==> config.mk <==
export PLATFORM = sky130hd
export DESIGN_NAME = bus_cmd_sequencer_flat
export DESIGN_NICKNAME = d
export VERILOG_FILES = /design/src/rtl/bus_cmd_sequencer_pkg.sv /design/src/rtl/bus_cmd_sequencer_if.sv /design/src/rtl/bus_cmd_sequencer_cmd_fifo.sv /design/src/rtl/bus_cmd_sequencer.sv /design/src/flat_wrapper.sv
export SDC_FILE = /design/constraint.sdc
export NUM_CORES = 1
export LEC_CHECK = 0
export CAP_MARGIN = 20
export CORE_ASPECT_RATIO = 1.5
export CORE_MARGIN = 10
export CORE_UTILIZATION = 50
export DETAILED_ROUTE_END_ITERATION = 7
export PLACE_DENSITY = 0.74
export SLEW_MARGIN = 40
export SYNTH_ARGS = -nofsm -noshare
export SYNTH_HDL_FRONTEND = slang
export SYNTH_SLANG_ARGS = --single-unit
==> constraint.sdc <==
create_clock -name clk -period 5.5 [get_ports clk]
set_input_delay 0.55 -clock clk [delete_from_list [all_inputs] [get_ports clk]]
set_output_delay 0.55 -clock clk [all_outputs]
set_load 0.005 [all_outputs]
==> src/rtl/bus_cmd_sequencer_pkg.sv <==
// Shared types and constants for the ISA bus command sequencer.
package bus_cmd_sequencer_pkg;

  localparam int unsigned ADDR_W     = 10;
  localparam int unsigned DATA_W     = 8;
  localparam int unsigned CTRL_W     = 8;
  localparam int unsigned CTRL_READ  = 0;
  localparam int unsigned CTRL_WRITE = 1;
  localparam int unsigned CMD_W      = 1 + ADDR_W + DATA_W;

  typedef enum logic [1:0] {
    ST_IDLE     = 2'd0,
    ST_ISSUE    = 2'd1,
    ST_WAIT_ACK = 2'd2,
    ST_RESP     = 2'd3
  } state_t;

  // One queued host command as stored in the FIFO.
  typedef struct packed {
    logic              write;
    logic [ADDR_W-1:0] addr;
    logic [DATA_W-1:0] data;
  } cmd_t;

  // Bus-cycle request byte for a given direction; exactly one bit set.
  function automatic logic [CTRL_W-1:0] ctrl_req(input logic write);
    logic [CTRL_W-1:0] v;
    v = '0;
    if (write) v[CTRL_WRITE] = 1'b1;
    else       v[CTRL_READ]  = 1'b1;
    return v;
  endfunction

endpackage

==> src/rtl/bus_cmd_sequencer_if.sv <==
// Host command, bus-cycle and response signals of the sequencer.
interface bus_cmd_sequencer_if #(
  parameter int unsigned FIFO_DEPTH = 4
);
  import bus_cmd_sequencer_pkg::*;

  localparam int unsigned CNT_W = $clog2(FIFO_DEPTH) + 1;

  logic              cmd_valid;
  logic              cmd_ready;
  logic              cmd_write;
  logic [ADDR_W-1:0] cmd_addr;
  logic [DATA_W-1:0] cmd_data;
  logic [CTRL_W-1:0] control_out;
  logic [ADDR_W-1:0] bus_addr;
  logic [DATA_W-1:0] bus_wdata;
  logic [DATA_W-1:0] bus_rdata;
  logic              data_read_n;
  logic              control_reset_n;
  logic              rsp_valid;
  logic              rsp_ready;
  logic [DATA_W-1:0] rsp_data;
  logic              rsp_err;
  logic              busy;
  logic              timeout_err;
  logic [CNT_W-1:0]  fifo_count;

  // Sequencer side.
  modport slave (
    input  cmd_valid, cmd_write, cmd_addr, cmd_data,
    input  bus_rdata, data_read_n, control_reset_n, rsp_ready,
    output cmd_ready, control_out, bus_addr, bus_wdata,
    output rsp_valid, rsp_data, rsp_err, busy, timeout_err, fifo_count
  );

  // Host / bus state machine side.
  modport master (
    output cmd_valid, cmd_write, cmd_addr, cmd_data,
    output bus_rdata, data_read_n, control_reset_n, rsp_ready,
    input  cmd_ready, control_out, bus_addr, bus_wdata,
    input  rsp_valid, rsp_data, rsp_err, busy, timeout_err, fifo_count
  );

endinterface

==> src/rtl/bus_cmd_sequencer_cmd_fifo.sv <==
// Synchronous command FIFO; head is visible combinationally from storage,
// so a word pushed this cycle cannot be popped until the next one.
module cmd_fifo #(
  parameter int unsigned WIDTH = 19,
  parameter int unsigned DEPTH = 4
) (
  input  logic                   clk,
  input  logic                   reset,
  input  logic                   i_push,
  input  logic [WIDTH-1:0]       i_data,
  input  logic                   i_pop,
  output logic [WIDTH-1:0]       o_data,
  output logic [$clog2(DEPTH):0] o_count,
  output logic                   o_empty
);

  localparam int unsigned PTR_W = $clog2(DEPTH);
  localparam int unsigned CNT_W = PTR_W + 1;

  logic [WIDTH-1:0] r_mem [DEPTH];
  logic [PTR_W-1:0] r_wr_ptr;
  logic [PTR_W-1:0] r_rd_ptr;
  logic [CNT_W-1:0] r_count;
  logic             w_push_ok;
  logic             w_pop_ok;

  assign w_push_ok = i_push && (r_count < CNT_W'(DEPTH));
  assign w_pop_ok  = i_pop && (r_count != '0);
  assign o_data    = r_mem[r_rd_ptr];
  assign o_count   = r_count;
  assign o_empty   = (r_count == '0);

  // Storage write; contents need no reset since the count gates visibility.
  always_ff @(posedge clk) begin
    if (w_push_ok) r_mem[r_wr_ptr] <= i_data;
  end

  // Pointer and occupancy tracking.
  always_ff @(posedge clk or posedge reset) begin
    if (reset) begin
      r_wr_ptr <= '0;
      r_rd_ptr <= '0;
      r_count  <= '0;
    end else begin
      if (w_push_ok) r_wr_ptr <= r_wr_ptr + 1'b1;
      if (w_pop_ok)  r_rd_ptr <= r_rd_ptr + 1'b1;
      case ({w_push_ok, w_pop_ok})
        2'b10:   r_count <= r_count + 1'b1;
        2'b01:   r_count <= r_count - 1'b1;
        default: r_count <= r_count;
      endcase
    end
  end

endmodule

==> src/rtl/bus_cmd_sequencer.sv <==
// Queues host I/O commands and drives them one at a time to the ISA bus
// state machine, with acknowledge timeout and read-response handshake.
module bus_cmd_sequencer
  import bus_cmd_sequencer_pkg::*;
#(
  parameter int unsigned FIFO_DEPTH     = 4,
  parameter int unsigned TIMEOUT_CYCLES = 32
) (
  input  logic                clk,
  input  logic                reset,
  bus_cmd_sequencer_if.slave  bus
);

  localparam int unsigned CNT_W = $clog2(FIFO_DEPTH) + 1;
  localparam int unsigned TMO_W = $clog2(TIMEOUT_CYCLES) + 1;

  state_t            r_state;
  logic [CTRL_W-1:0] r_ctrl;
  logic [ADDR_W-1:0] r_addr;
  logic [DATA_W-1:0] r_wdata;
  logic              r_write;
  logic [DATA_W-1:0] r_rdata;
  logic [TMO_W-1:0]  r_tmo_cnt;
  logic              r_rsp_valid;
  logic [DATA_W-1:0] r_rsp_data;
  logic              r_rsp_err;
  logic              r_busy;
  logic              r_timeout_err;

  logic              w_push;
  logic              w_pop;
  logic              w_empty;
  logic              w_ready;
  logic [CNT_W-1:0]  w_count;
  logic [CMD_W-1:0]  w_head_bits;
  cmd_t              w_head;
  cmd_t              w_in;
  logic              w_ack;
  logic              w_dstrobe;
  logic              w_tmo_hit;

  assign w_ready   = (w_count < CNT_W'(FIFO_DEPTH));
  assign w_push    = bus.cmd_valid && w_ready;
  assign w_pop     = (r_state == ST_IDLE) && !w_empty && !r_rsp_valid;
  assign w_in      = '{write: bus.cmd_write, addr: bus.cmd_addr, data: bus.cmd_data};
  assign w_head    = cmd_t'(w_head_bits);
  assign w_ack     = !bus.control_reset_n;
  assign w_dstrobe = !bus.data_read_n;
  assign w_tmo_hit = (r_tmo_cnt == TMO_W'(TIMEOUT_CYCLES - 1));

  cmd_fifo #(
    .WIDTH (CMD_W),
    .DEPTH (FIFO_DEPTH)
  ) u_cmd_fifo (
    .clk     (clk),
    .reset   (reset),
    .i_push  (w_push),
    .i_data  (CMD_W'(w_in)),
    .i_pop   (w_pop),
    .o_data  (w_head_bits),
    .o_count (w_count),
    .o_empty (w_empty)
  );

  // Command sequencing FSM with registered bus request and response outputs.
  always_ff @(posedge clk or posedge reset) begin
    if (reset) begin
      r_state       <= ST_IDLE;
      r_ctrl        <= '0;
      r_addr        <= '0;
      r_wdata       <= '0;
      r_write       <= 1'b0;
      r_rdata       <= '0;
      r_tmo_cnt     <= '0;
      r_rsp_valid   <= 1'b0;
      r_rsp_data    <= '0;
      r_rsp_err     <= 1'b0;
      r_busy        <= 1'b0;
      r_timeout_err <= 1'b0;
    end else begin
      case (r_state)
        ST_IDLE: begin
          if (w_pop) begin
            r_addr  <= w_head.addr;
            r_wdata <= w_head.data;
            r_write <= w_head.write;
            r_busy  <= 1'b1;
            r_state <= ST_ISSUE;
          end
        end

        ST_ISSUE: begin
          r_ctrl    <= ctrl_req(r_write);
          r_tmo_cnt <= '0;
          r_rdata   <= '0;
          r_state   <= ST_WAIT_ACK;
        end

        ST_WAIT_ACK: begin
          if (w_dstrobe) r_rdata <= bus.bus_rdata;
          // Acknowledge takes priority over a coincident timeout.
          if (w_ack) begin
            r_ctrl <= '0;
            if (r_write) begin
              r_busy  <= 1'b0;
              r_state <= ST_IDLE;
            end else begin
              r_rsp_valid <= 1'b1;
              r_rsp_data  <= w_dstrobe ? bus.bus_rdata : r_rdata;
              r_rsp_err   <= 1'b0;
              r_state     <= ST_RESP;
            end
          end else if (w_tmo_hit) begin
            r_ctrl        <= '0;
            r_timeout_err <= 1'b1;
            if (r_write) begin
              r_busy  <= 1'b0;
              r_state <= ST_IDLE;
            end else begin
              r_rsp_valid <= 1'b1;
              r_rsp_data  <= 8'hFF;
              r_rsp_err   <= 1'b1;
              r_state     <= ST_RESP;
            end
          end else begin
            r_tmo_cnt <= r_tmo_cnt + 1'b1;
          end
        end

        ST_RESP: begin
          if (r_rsp_valid && bus.rsp_ready) begin
            r_rsp_valid <= 1'b0;
            r_busy      <= 1'b0;
            r_state     <= ST_IDLE;
          end
        end

        default: r_state <= ST_IDLE;
      endcase
    end
  end

  assign bus.cmd_ready   = w_ready;
  assign bus.fifo_count  = w_count;
  assign bus.control_out = r_ctrl;
  assign bus.bus_addr    = r_addr;
  assign bus.bus_wdata   = r_wdata;
  assign bus.rsp_valid   = r_rsp_valid;
  assign bus.rsp_data    = r_rsp_data;
  assign bus.rsp_err     = r_rsp_err;
  assign bus.busy        = r_busy;
  assign bus.timeout_err = r_timeout_err;

endmodule

==> src/flat_wrapper.sv <==
// flat-port wrapper written by rule: the top's interface ports become plain ports
module bus_cmd_sequencer_flat import bus_cmd_sequencer_pkg::*;
#(
  parameter int unsigned FIFO_DEPTH     = 4,
  parameter int unsigned TIMEOUT_CYCLES = 32
)
  (clk, reset, bus_cmd_valid, bus_cmd_write, bus_cmd_addr, bus_cmd_data, bus_bus_rdata, bus_data_read_n, bus_control_reset_n, bus_rsp_ready, bus_cmd_ready, bus_control_out, bus_bus_addr, bus_bus_wdata, bus_rsp_valid, bus_rsp_data, bus_rsp_err, bus_busy, bus_timeout_err, bus_fifo_count);
  bus_cmd_sequencer_if #(.FIFO_DEPTH(FIFO_DEPTH)) bus_i ();
  input  logic clk;
  input  logic reset;
  input wire logic [$bits(bus_i.cmd_valid)-1:0] bus_cmd_valid;
  input wire logic [$bits(bus_i.cmd_write)-1:0] bus_cmd_write;
  input wire logic [$bits(bus_i.cmd_addr)-1:0] bus_cmd_addr;
  input wire logic [$bits(bus_i.cmd_data)-1:0] bus_cmd_data;
  input wire logic [$bits(bus_i.bus_rdata)-1:0] bus_bus_rdata;
  input wire logic [$bits(bus_i.data_read_n)-1:0] bus_data_read_n;
  input wire logic [$bits(bus_i.control_reset_n)-1:0] bus_control_reset_n;
  input wire logic [$bits(bus_i.rsp_ready)-1:0] bus_rsp_ready;
  output wire logic [$bits(bus_i.cmd_ready)-1:0] bus_cmd_ready;
  output wire logic [$bits(bus_i.control_out)-1:0] bus_control_out;
  output wire logic [$bits(bus_i.bus_addr)-1:0] bus_bus_addr;
  output wire logic [$bits(bus_i.bus_wdata)-1:0] bus_bus_wdata;
  output wire logic [$bits(bus_i.rsp_valid)-1:0] bus_rsp_valid;
  output wire logic [$bits(bus_i.rsp_data)-1:0] bus_rsp_data;
  output wire logic [$bits(bus_i.rsp_err)-1:0] bus_rsp_err;
  output wire logic [$bits(bus_i.busy)-1:0] bus_busy;
  output wire logic [$bits(bus_i.timeout_err)-1:0] bus_timeout_err;
  output wire logic [$bits(bus_i.fifo_count)-1:0] bus_fifo_count;
  assign bus_i.cmd_valid = bus_cmd_valid;
  assign bus_i.cmd_write = bus_cmd_write;
  assign bus_i.cmd_addr = bus_cmd_addr;
  assign bus_i.cmd_data = bus_cmd_data;
  assign bus_i.bus_rdata = bus_bus_rdata;
  assign bus_i.data_read_n = bus_data_read_n;
  assign bus_i.control_reset_n = bus_control_reset_n;
  assign bus_i.rsp_ready = bus_rsp_ready;
  assign bus_cmd_ready = bus_i.cmd_ready;
  assign bus_control_out = bus_i.control_out;
  assign bus_bus_addr = bus_i.bus_addr;
  assign bus_bus_wdata = bus_i.bus_wdata;
  assign bus_rsp_valid = bus_i.rsp_valid;
  assign bus_rsp_data = bus_i.rsp_data;
  assign bus_rsp_err = bus_i.rsp_err;
  assign bus_busy = bus_i.busy;
  assign bus_timeout_err = bus_i.timeout_err;
  assign bus_fifo_count = bus_i.fifo_count;
  bus_cmd_sequencer #(.FIFO_DEPTH(FIFO_DEPTH), .TIMEOUT_CYCLES(TIMEOUT_CYCLES)) u_core (.clk(clk), .reset(reset), .bus(bus_i));
endmodule
==> results of run 1 <==
==> flip-flops by register name, indices dropped and copies added (netlist names) <==
signal	flops
u_core.u_cmd_fifo.o_count	3
u_core.bus.control_out	2
u_core.bus.bus_addr	10
u_core.u_cmd_fifo.r_rd_ptr	2
u_core.u_cmd_fifo.r_mem	76
u_core.r_write	1
u_core.u_cmd_fifo.r_wr_ptr	2
u_core.bus.busy	1
u_core.r_rdata	8
u_core.bus.timeout_err	1
u_core.bus.rsp_data	8
u_core.bus.bus_wdata	8
u_core.bus.rsp_valid	1
u_core.r_tmo_cnt	6
u_core.bus.rsp_err	1
u_core.r_state	2
==> worst max path at each step <==
stage	end	slack, ps	cells past startpoint
after detailed placement	u_core.u_cmd_fifo.o_count[2]	3010	10
after global placement	u_core.u_cmd_fifo.r_mem[1][0]	2820	3
after global routing	u_core.u_cmd_fifo.o_count[2]	2810	10
after floorplan	u_core.u_cmd_fifo.o_count[2]	3330	10
after CTS	u_core.u_cmd_fifo.o_count[2]	2980	10
final	u_core.u_cmd_fifo.o_count[2]	3000	10
==> kinds of logic after synthesis <==
family	Yosys count
muxes	41
other	1
DFF	132
and+or+nand+nor	54
xor gates and xnor gates	9
AOI/OAI and AO/OA	47
buffers and inverters	33
adders and majority gates	11
==> worst max-delay path: stages (launching register included) <==
cell and delay [ps]:
dfrtp_1 400, inv_1 120, ha_1 210, nor3b_4 190, buf_4 400, ha_1 270
inv_1 60, fa_1 370, xor2_1 150, nor2_1 120, xnor2_1 130
==> area by class of cell <==
class / instances / share of cell area, %
clock inverter: 15 / 2.586
timing repair buffer: 71 / 10.16
clock buffer: 17 / 6.149
inverter: 12 / 0.6511
tap: 147 / 2.659
multi-input combinational: 168 / 24.53
sequential: 132 / 53.26
==> metal layers <==
metal | global-route usage (%) | routed length [um] | up-vias
met3 | 4.498 | 439 | 9
met4 | 5.163 | 136 | 0
met1 | 14.17 | 4015 | 1527
li1 | - | - | 1378
met2 | 24.44 | 5757 | 63
met5 | 0 | 0 | -
==> metrics by stage <==
| step | hold slack [ps] | std cells |
|---|---|---|
| floorplan | 450.6 | 333 |
| global placement | 469.2 | 530 |
| detailed placement | 468.8 | 530 |
| CTS | 491.4 | 562 |
| global route | 520.8 | 562 |
| finish | 487.2 | 562 |
==> power groups by stage <==
stage,Sequential (W),Clock (W),Combinational [W]
final,0.00149,0.00114,0.00124
after global routing,0.00153,0.00121,0.00135
after CTS,0.00150,0.00116,0.00127
after detailed placement,0.00151,0,0.00126
after global placement,0.00150,0,0.00123
after floorplan,0.00146,0,0.000842
==> synth_stat cells (2+ instances only) <==
master | number | share of area, %
xor2_1 | 2 | 0.32
dfrtp_1 | 56 | 25
edfxtp_1 | 76 | 41
nand2_1 | 10 | 0.68
inv_1 | 12 | 0.81
and3_1 | 2 | 0.23
nand3_1 | 2 | 0.18
nor2_1 | 13 | 0.88
buf_4 | 6 | 0.81
mux2i_1 | 2 | 0.36
o21ai_0 | 5 | 0.45
a2111oi_0 | 8 | 1.3
buf_6 | 5 | 1.0
xnor2_1 | 7 | 1.1
and2_1 | 5 | 0.56
clkbuf_1 | 8 | 0.54
mux4_2 | 18 | 7.3
o41ai_1 | 3 | 0.47
ha_1 | 10 | 2.3
a21o_1 | 2 | 0.27
a21oi_1 | 8 | 0.72
a22o_1 | 7 | 1.1
mux2_4 | 19 | 5.1
nor2b_1 | 12 | 1.4
==> metrics, run 1 <==
status complete, no violations; area occupied by multi-input gates 1697 um^2; final number of setup-violating endpoints 0; ys flop type edfxtp_1; CP Launch Type flip-flop; peak supply drop 359.9 uV; Post-Layout Inst Area 6918 um^2; crit path capture type flip-flop; adder-cell area share of the yosys netlist 2.619%; clock root buffer clkbuf_16; Seq. cell area 3685 um^2; leak pwr 2.633 nW; Logic pwr share 32.1%; ys async rst share 42.42%; post-synthesis xor/xnor area fraction 1.422%; core area 10,940 um^2; Syn Area/Cell 16.90 um^2; share of layout cells above drive strength 1 21.20%; worst path required time 5830 ps; final WL 10,350 um; YS warnings 0; routed vias 2,977; Clock Latency Late Sink 410 ps; Slew Limit Fails 0; CTS Hold Buffers Added 0; net switching power 0.001103 W; dpl cell area 6311 um^2; worst min path class reg2reg; Layout Area Growth over Synthesis 24.81%; number of cells on the worst reg-to-reg path 10; critical path class reg2reg; Via density 5.297; r2r endpoint u_core.u_cmd_fifo.o_count[2]; DR iter-0 viols 142; Cells after Synth 328; final period utilization 45.48%; clock buffer depth 2; Setup TNS 0 ps; TritonCTS clock tree built; Clk pwr share 29.4%; drt wl/cell 18.41 um; Final HPWL DP 6875 um; transition time of the tightest slew-check pin 720.1 ps; final core occ 63.25%; Fmax achieved 0.3997 GHz; Resized cells post-CTS 0; commonest non-fill, non-tap cell in the layout edfxtp_1; n_diodes 0; Hold Vio Cnt, Final 0; post-route ant nets 0; sequential-to-total area share from yosys stat 66.46%; I/O Pins 75; post-layout net count 446; CP max FO 22; Setup crit start u_core.r_state[0]; row count 47; complex-gate fraction of the synthesized area 6.930%; Post-CTS Setup Bufs 0; combinational family with the most area after synthesis multiplexers; post-synthesis mux area share 13.50%; CTS Sinks 132; pre-CTS setup slack 3007 ps; starting density of the core 50.67%; Worst Path Arrival 2830 ps; headroom to the max-slew limit 51.99%; Fillers 837; number of CTS-inserted buffers 17; grt total ovfl 0; Max-Cap Viols 0; H-Tree Depth 4; post-route minimum period 2502 ps; Worst Hold Depth 1; global-route wire length before repair 16,670 um; total power 0.003874 W; routability-driven placement congestion ratio 0.7271; RSZ-0062 raised after global routing false; First-pass DRT Iterations 4; Mapped Area 5543 um^2; Post-synth EDFFs 76; initial antenna violation count 0; internal power 0.002772 W; synthesized flop and latch total 132; critical register-to-register path startpoint u_core.r_state[0]; Total GRT Usage 13.54%; post-synth cell types 54; Die Height 149.0 um; Pwr Density 560.0 nW/um^2; Worst-path clk slew 60 ps; hold wc startpoint u_core.bus.rsp_err; most frequent cells in the layout edfxtp_1 (76), clkdlybuf4s50_1 (68), dfrtp_1 (55); largest net degree at the start of global routing 57; sw frac 28.46%; total die area 15,780 um^2; FF-to-FF setup slack 3000 ps; # DRC 0; Post-Synth Simple-Gate Area 5.598%; number of global-route vias before repair 3,221; skew final 7.816 ps; Hold Crit Endpoint u_core.bus.rsp_err; Flop pwr share 38.5%; Die Wd 106.0 um; Final Worst Setup Slack 2998 ps; Buffers on Ports 68
No activity file was read; power rests on OpenSTA's default activity.
==> run 2: changes to the inputs <==
- clock period: 5.5 -> 2.55 ns (I/O delays scaled with it)
==> metrics, run 2 (synthesis results as in run 1) <==
leak pwr 2.677 nW (+1.7%); DR iter-0 viols 121 (-15%); n_diodes 0 (unchanged); post-layout net count 455 (+2.0%); drt wl/cell 18.59 um (+0.97%); peak supply drop 639.2 uV (+78%); initial antenna violation count 0 (unchanged); final WL 10,620 um (+2.6%); core area 10,940 um^2 (unchanged); Buffers on Ports 68 (unchanged); Worst Path Arrival 2360 ps (-470 ps); final period utilization 81.43% (+36 points); Die Wd 106.0 um (unchanged); post-route ant nets 0 (unchanged); critical path class reg2reg; H-Tree Depth 4 (unchanged); Worst-path clk slew 60 ps (about the same); CP max FO 17 (-23%); Resized cells post-CTS 0 (unchanged); Max Used Layer met4; Total GRT Usage 14.15% (+0.62 points); clock root buffer clkbuf_16; # DRC 0 (unchanged); headroom to the max-slew limit 55.54% (+3.6 points); slowest stage delay, CP 490 ps (+90 ps); grt total ovfl 0 (unchanged); Setup TNS 0 ps (unchanged); TritonCTS clock tree built; status complete, no violations; total die area 15,780 um^2 (unchanged); routability-driven placement congestion ratio 0.7323 (+0.72%); routed length on met3 461 um (+5.0%); Hold Vio Cnt, Final 0 (unchanged); commonest non-fill, non-tap cell in the layout edfxtp_1; number of CTS-inserted buffers 17 (unchanged); number of global-route vias before repair 3,287 (+2.0%); Fillers 785 (-6.2%); wl on met1 4089 um (+1.8%); I/O Pins 75 (unchanged); First-pass DRT Iterations 4 (unchanged); row count 47 (unchanged); most frequent cells in the layout edfxtp_1 (76), clkdlybuf4s50_1 (68), dfrtp_1 (56); CTS Sinks 132 (unchanged); Clock Latency Late Sink 410 ps (about the same); skew final 11.55 ps (+3.739 ps); post-route minimum period 2076 ps (-425.3 ps); global-route wire length before repair 17,220 um (+3.3%); WL met2 5937 um (+3.1%); largest net degree at the start of global routing 30 (-47%); largest register by flop count u_core.u_cmd_fifo.r_mem; max reg flops 76 (unchanged); starting density of the core 50.67% (unchanged); Via density 5.277 (-0.39%); worst min path class in2async; Max-Cap Viols 0 (unchanged); crit path capture type flip-flop; routed vias 3,013 (+1.2%); CP Launch Type flip-flop; buffers plus inverters on the worst setup path 1 (-2); transition time of the tightest slew-check pin 665.9 ps (-54.23 ps); Fmax achieved 0.4816 GHz (+20%); total power 0.008456 W (+120%); CP delay by family, top adder cells; share of layout cells above drive strength 1 20.99% (-0.21 points); Layout Area Growth over Synthesis 26.32%; Post-CTS Setup Bufs 0 (unchanged); final number of setup-violating endpoints 0 (unchanged); worst path required time 2840 ps (-2990 ps); Slew Limit Fails 0 (unchanged); clock buffer depth 2 (unchanged); CTS Hold Buffers Added 0 (unchanged); critical-path cell list inv_1 -> ha_1 -> nand2_2 -> a21oi_4 -> nand2b_4 -> mux2_4; Die Height 149.0 um (unchanged); RSZ-0062 raised after global routing false; Final HPWL DP 7005 um (+1.9%); slowest cell on the critical path ha_1; Pwr Density 1208 nW/um^2 (+120%)
## run 2: changes by cell type in the layout (fill, tap and decap cells not counted), moves of 2 or more
| cell | previous run | this run |
|---|---|---|
| clkinvlp_4 | 1 | 3 |
| and2_2 | 4 | 0 |
| buf_4 | 3 | 11 |
| inv_6 | 4 | 1 |
| clkbuf_1 | 0 | 2 |
| and2_1 | 1 | 5 |
## run 2: area by class of cell
class	instances	area [um^2]	area share (%)
inverter	12	45.04	0.6433
multi-input combinational	168	1689	24.12
tap	147	183.9	2.627
sequential	132	3684	52.61
clock inverter	13	183.9	2.627
clock buffer	19	432.9	6.183
timing repair buffer	80	783.3	11.19
## run 2: through the flow
step / instance area (um^2) / setup WS [ps] / util [%] / std cells / hold slack, ps
floorplan: 5562 / 375.8 / - / 333 / 353.9
global placement: 6385 / 576.1 / 58.37 / 539 / 474.9
detailed placement: 6385 / 492.6 / 58.37 / 539 / 480.0
CTS: 7002 / 478.7 / 64.01 / 571 / 278.0
global route: 7002 / 268.6 / 64.01 / 571 / 305.1
finish: 7002 / 473.6 / 64.01 / 571 / 259.8
## run 2: power breakdown
| group | leakage (nW) | internal, W | switching [W] | total (W) |
|---|---|---|---|---|
| sequential | 1.38 | 0.00285 | 0.000345 | 0.00319 |
| clock | 0.293 | 0.00163 | 0.000864 | 0.00250 |
| combinational | 1.00 | 0.00162 | 0.00114 | 0.00276 |
## run 2: path summary, 6_finish.rpt
kind                                           startpoint                             to  slack [ps]  depth (start not counted)
max in group asynchronous                           reset         u_core.bus.bus_addr[4]        1680                          3
worst min-delay path                                reset              u_core.r_rdata[0]         260                          2
worst min register to register  u_core.bus.control_out[1]      u_core.bus.control_out[1]         480                          1
worst max register to register          u_core.r_state[0]      u_core.bus.control_out[0]         470                          6
min in group clk                          bus_cmd_data[0]  u_core.u_cmd_fifo.r_mem[2][0]         470                          1
worst max-delay path                    u_core.r_state[0]      u_core.bus.control_out[0]         470                          6
## run 2: layer usage
| metal | vias up | GRT usage [%] |
|---|---|---|
| met4 | 0 | 6.182 |
| met1 | 1541 | 14.79 |
| met2 | 71 | 25.53 |
| li1 | 1393 | - |
| met5 | - | 0 |
| met3 | 8 | 4.282 |
## run 2: worst reg2reg max path, cell delays in order (launching register included)
cell	delay, ps
dfrtp_1	400
inv_1	120
ha_1	490
nand2_2	210
a21oi_4	270
nand2b_4	190
mux2_4	290
==> run 3: changes to the inputs <==
- clock period: 2.55 -> 2.2 ns (I/O delays scaled with it)
==> metrics, run 3 (synthesis results as in run 1) <==
CTS Hold Buffers Added 0 (unchanged); CP Launch Type flip-flop; total power 0.009657 W (+14%); r2r endpoint u_core.u_cmd_fifo.o_count[2]; Max Used Layer met4; drt wl/cell 18.42 um (-0.92%); Setup TNS 0 ps (unchanged); final WL 10,540 um (-0.74%); number of cells on the worst reg-to-reg path 9 (+3); leak pwr 2.676 nW (about the same); sw frac 28.27% (+0.49 points); Clock Latency Late Sink 410 ps (about the same); # DRC 0 (unchanged); starting density of the core 50.67% (unchanged); slowest stage delay, CP 400 ps (-90 ps); internal power 0.006927 W (+13%); DR iter-0 viols 97 (-20%); Pwr Density 1377 nW/um^2 (+14%); net switching power 0.002730 W (+16%); Fillers 792 (+0.89%); Die Wd 106.0 um (unchanged); final number of setup-violating endpoints 0 (unchanged); I/O Pins 75 (unchanged); routability-driven placement congestion ratio 0.7530 (+2.8%); peak supply drop 730.1 uV (+14%); max reg flops 76 (unchanged); Hold Vio Cnt, Final 0 (unchanged); initial antenna violation count 0 (unchanged); global-route wire length before repair 17,150 um (-0.40%); Buffers on Ports 68 (unchanged); TritonCTS clock tree built; Post-CTS Setup Bufs 0 (unchanged); Via density 5.236 (-0.77%); clock root buffer clkbuf_16; grt total ovfl 0 (unchanged); post-route minimum period 2052 ps (-23.95 ps); Clk pwr share 27.9% (-1.6 points); Max-Cap Viols 0 (unchanged); post-layout net count 456 (+0.22%); status complete, no violations; RSZ-0062 raised after global routing false; largest register by flop count u_core.u_cmd_fifo.r_mem; Final HPWL DP 6979 um (-0.38%); CTS Sinks 132 (unchanged); Flop pwr share 38.0% (+0.2 points); skew final 6.333 ps (-5.221 ps); critical-path cell list inv_1 -> ha_1 -> nor3b_4 -> ha_1 -> inv_1 -> fa_1 -> xor2_1 -> nor2_1 -> xnor2_1; critical register-to-register path startpoint u_core.r_state[0]; number of CTS-inserted buffers 17 (unchanged); worst min path class in2async; FF-to-FF setup slack 150 ps (-330 ps); H-Tree Depth 4 (unchanged); WL met2 5847 um (-1.5%); commonest non-fill, non-tap cell in the layout edfxtp_1; clock buffer depth 2 (unchanged); CP delay by family, top adder cells; routed vias 2,995 (-0.60%); Worst Path Arrival 2380 ps (+20 ps); routed length on met3 431 um (-6.5%); Logic pwr share 34.1% (+1.4 points); Layout Area Growth over Synthesis 26.57%; Slew Limit Fails 0 (unchanged); row count 47 (unchanged); Total GRT Usage 13.91% (-0.24 points); total die area 15,780 um^2 (unchanged); most frequent cells in the layout edfxtp_1 (76), clkdlybuf4s50_1 (68), dfrtp_1 (56); Fmax achieved 0.4872 GHz (+1.2%); worst path required time 2530 ps (-310 ps); wl on met1 4129 um (+0.98%); number of global-route vias before repair 3,273 (-0.43%); final period utilization 93.29% (+12 points); area occupied by multi-input gates 1689 um^2 (unchanged); share of layout cells above drive strength 1 20.47% (-0.52 points); core area 10,940 um^2 (unchanged); largest net degree at the start of global routing 57 (+90%); First-pass DRT Iterations 4 (unchanged); Worst-path clk slew 60 ps (about the same); Seq. cell area 3684 um^2 (unchanged); Die Height 149.0 um (unchanged); Resized cells post-CTS 0 (unchanged); headroom to the max-slew limit 60.46% (+4.9 points); critical path class reg2reg; crit path capture type flip-flop; CP max FO 4 (-13); post-route ant nets 0 (unchanged); slowest cell on the critical path dfrtp_1; buffers plus inverters on the worst setup path 2 (+1); n_diodes 0 (unchanged); transition time of the tightest slew-check pin 591.2 ps (-74.72 ps)
==> run 3: worst register-to-register path, stage by stage, from the launching register on <==
cell and delay (ps):
dfrtp_1 400, inv_1 130, ha_1 210, nor3b_4 210, ha_1 210, inv_1 60
fa_1 370, xor2_1 150, nor2_1 120, xnor2_1 130
==> run 3: final cells by class <==
class | count | share of cell area (%)
clock inverters | 14 | 1.908
repair buffers | 81 | 11.99
clock buffers | 18 | 6.260
multi-input cells | 168 | 24.08
flip-flops and latches | 132 | 52.51
inverters | 12 | 0.6421
well taps | 147 | 2.622
==> run 3: worst max-delay path by stage <==
stage,startpoint,to,slack [ps],cells past startpoint
after CTS,u_core.r_state[0],u_core.u_cmd_fifo.o_count[2],140,9
after floorplan,u_core.r_state[0],u_core.u_cmd_fifo.o_count[2],30,10
after detailed placement,u_core.r_state[0],u_core.u_cmd_fifo.o_count[2],150,9
final,u_core.r_state[0],u_core.u_cmd_fifo.o_count[2],150,9
after global routing,u_core.r_state[0],u_core.u_cmd_fifo.o_count[2],4,9
after global placement,u_core.r_state[0],u_core.u_cmd_fifo.o_count[2],240,9
==> run 3: power by group through the flow <==
stage / clock network [W] / logic, W / registers, W
finish: 0.00270 / 0.00329 / 0.00367
global route: 0.00287 / 0.00360 / 0.00374
CTS: 0.00274 / 0.00338 / 0.00367
detailed placement: 0 / 0.00336 / 0.00370
global placement: 0 / 0.00327 / 0.00368
floorplan: 0 / 0.00211 / 0.00365
==> run 3: per-layer routing <==
layer  vias to the layer above  track usage, %
met5                         -               0
li1                       1401               -
met4                         0           5.910
met2                        66           25.53
met1                      1517           14.25
met3                        11           4.152
==> run 3: through the flow <==
stage | worst slack (ps) | area [um^2] | util, % | hold slack (ps) | std cells
final | 147.6 | 7015 | 64.14 | 184.1 | 572
after global routing | 4.090 | 7015 | 64.14 | 231.8 | 572
after CTS | 139.9 | 7015 | 64.14 | 187.9 | 572
after detailed placement | 145.7 | 6442 | 58.90 | 468.1 | 540
after global placement | 244.5 | 6442 | 58.90 | 467.7 | 540
after floorplan | 25.83 | 5562 | - | 318.9 | 333
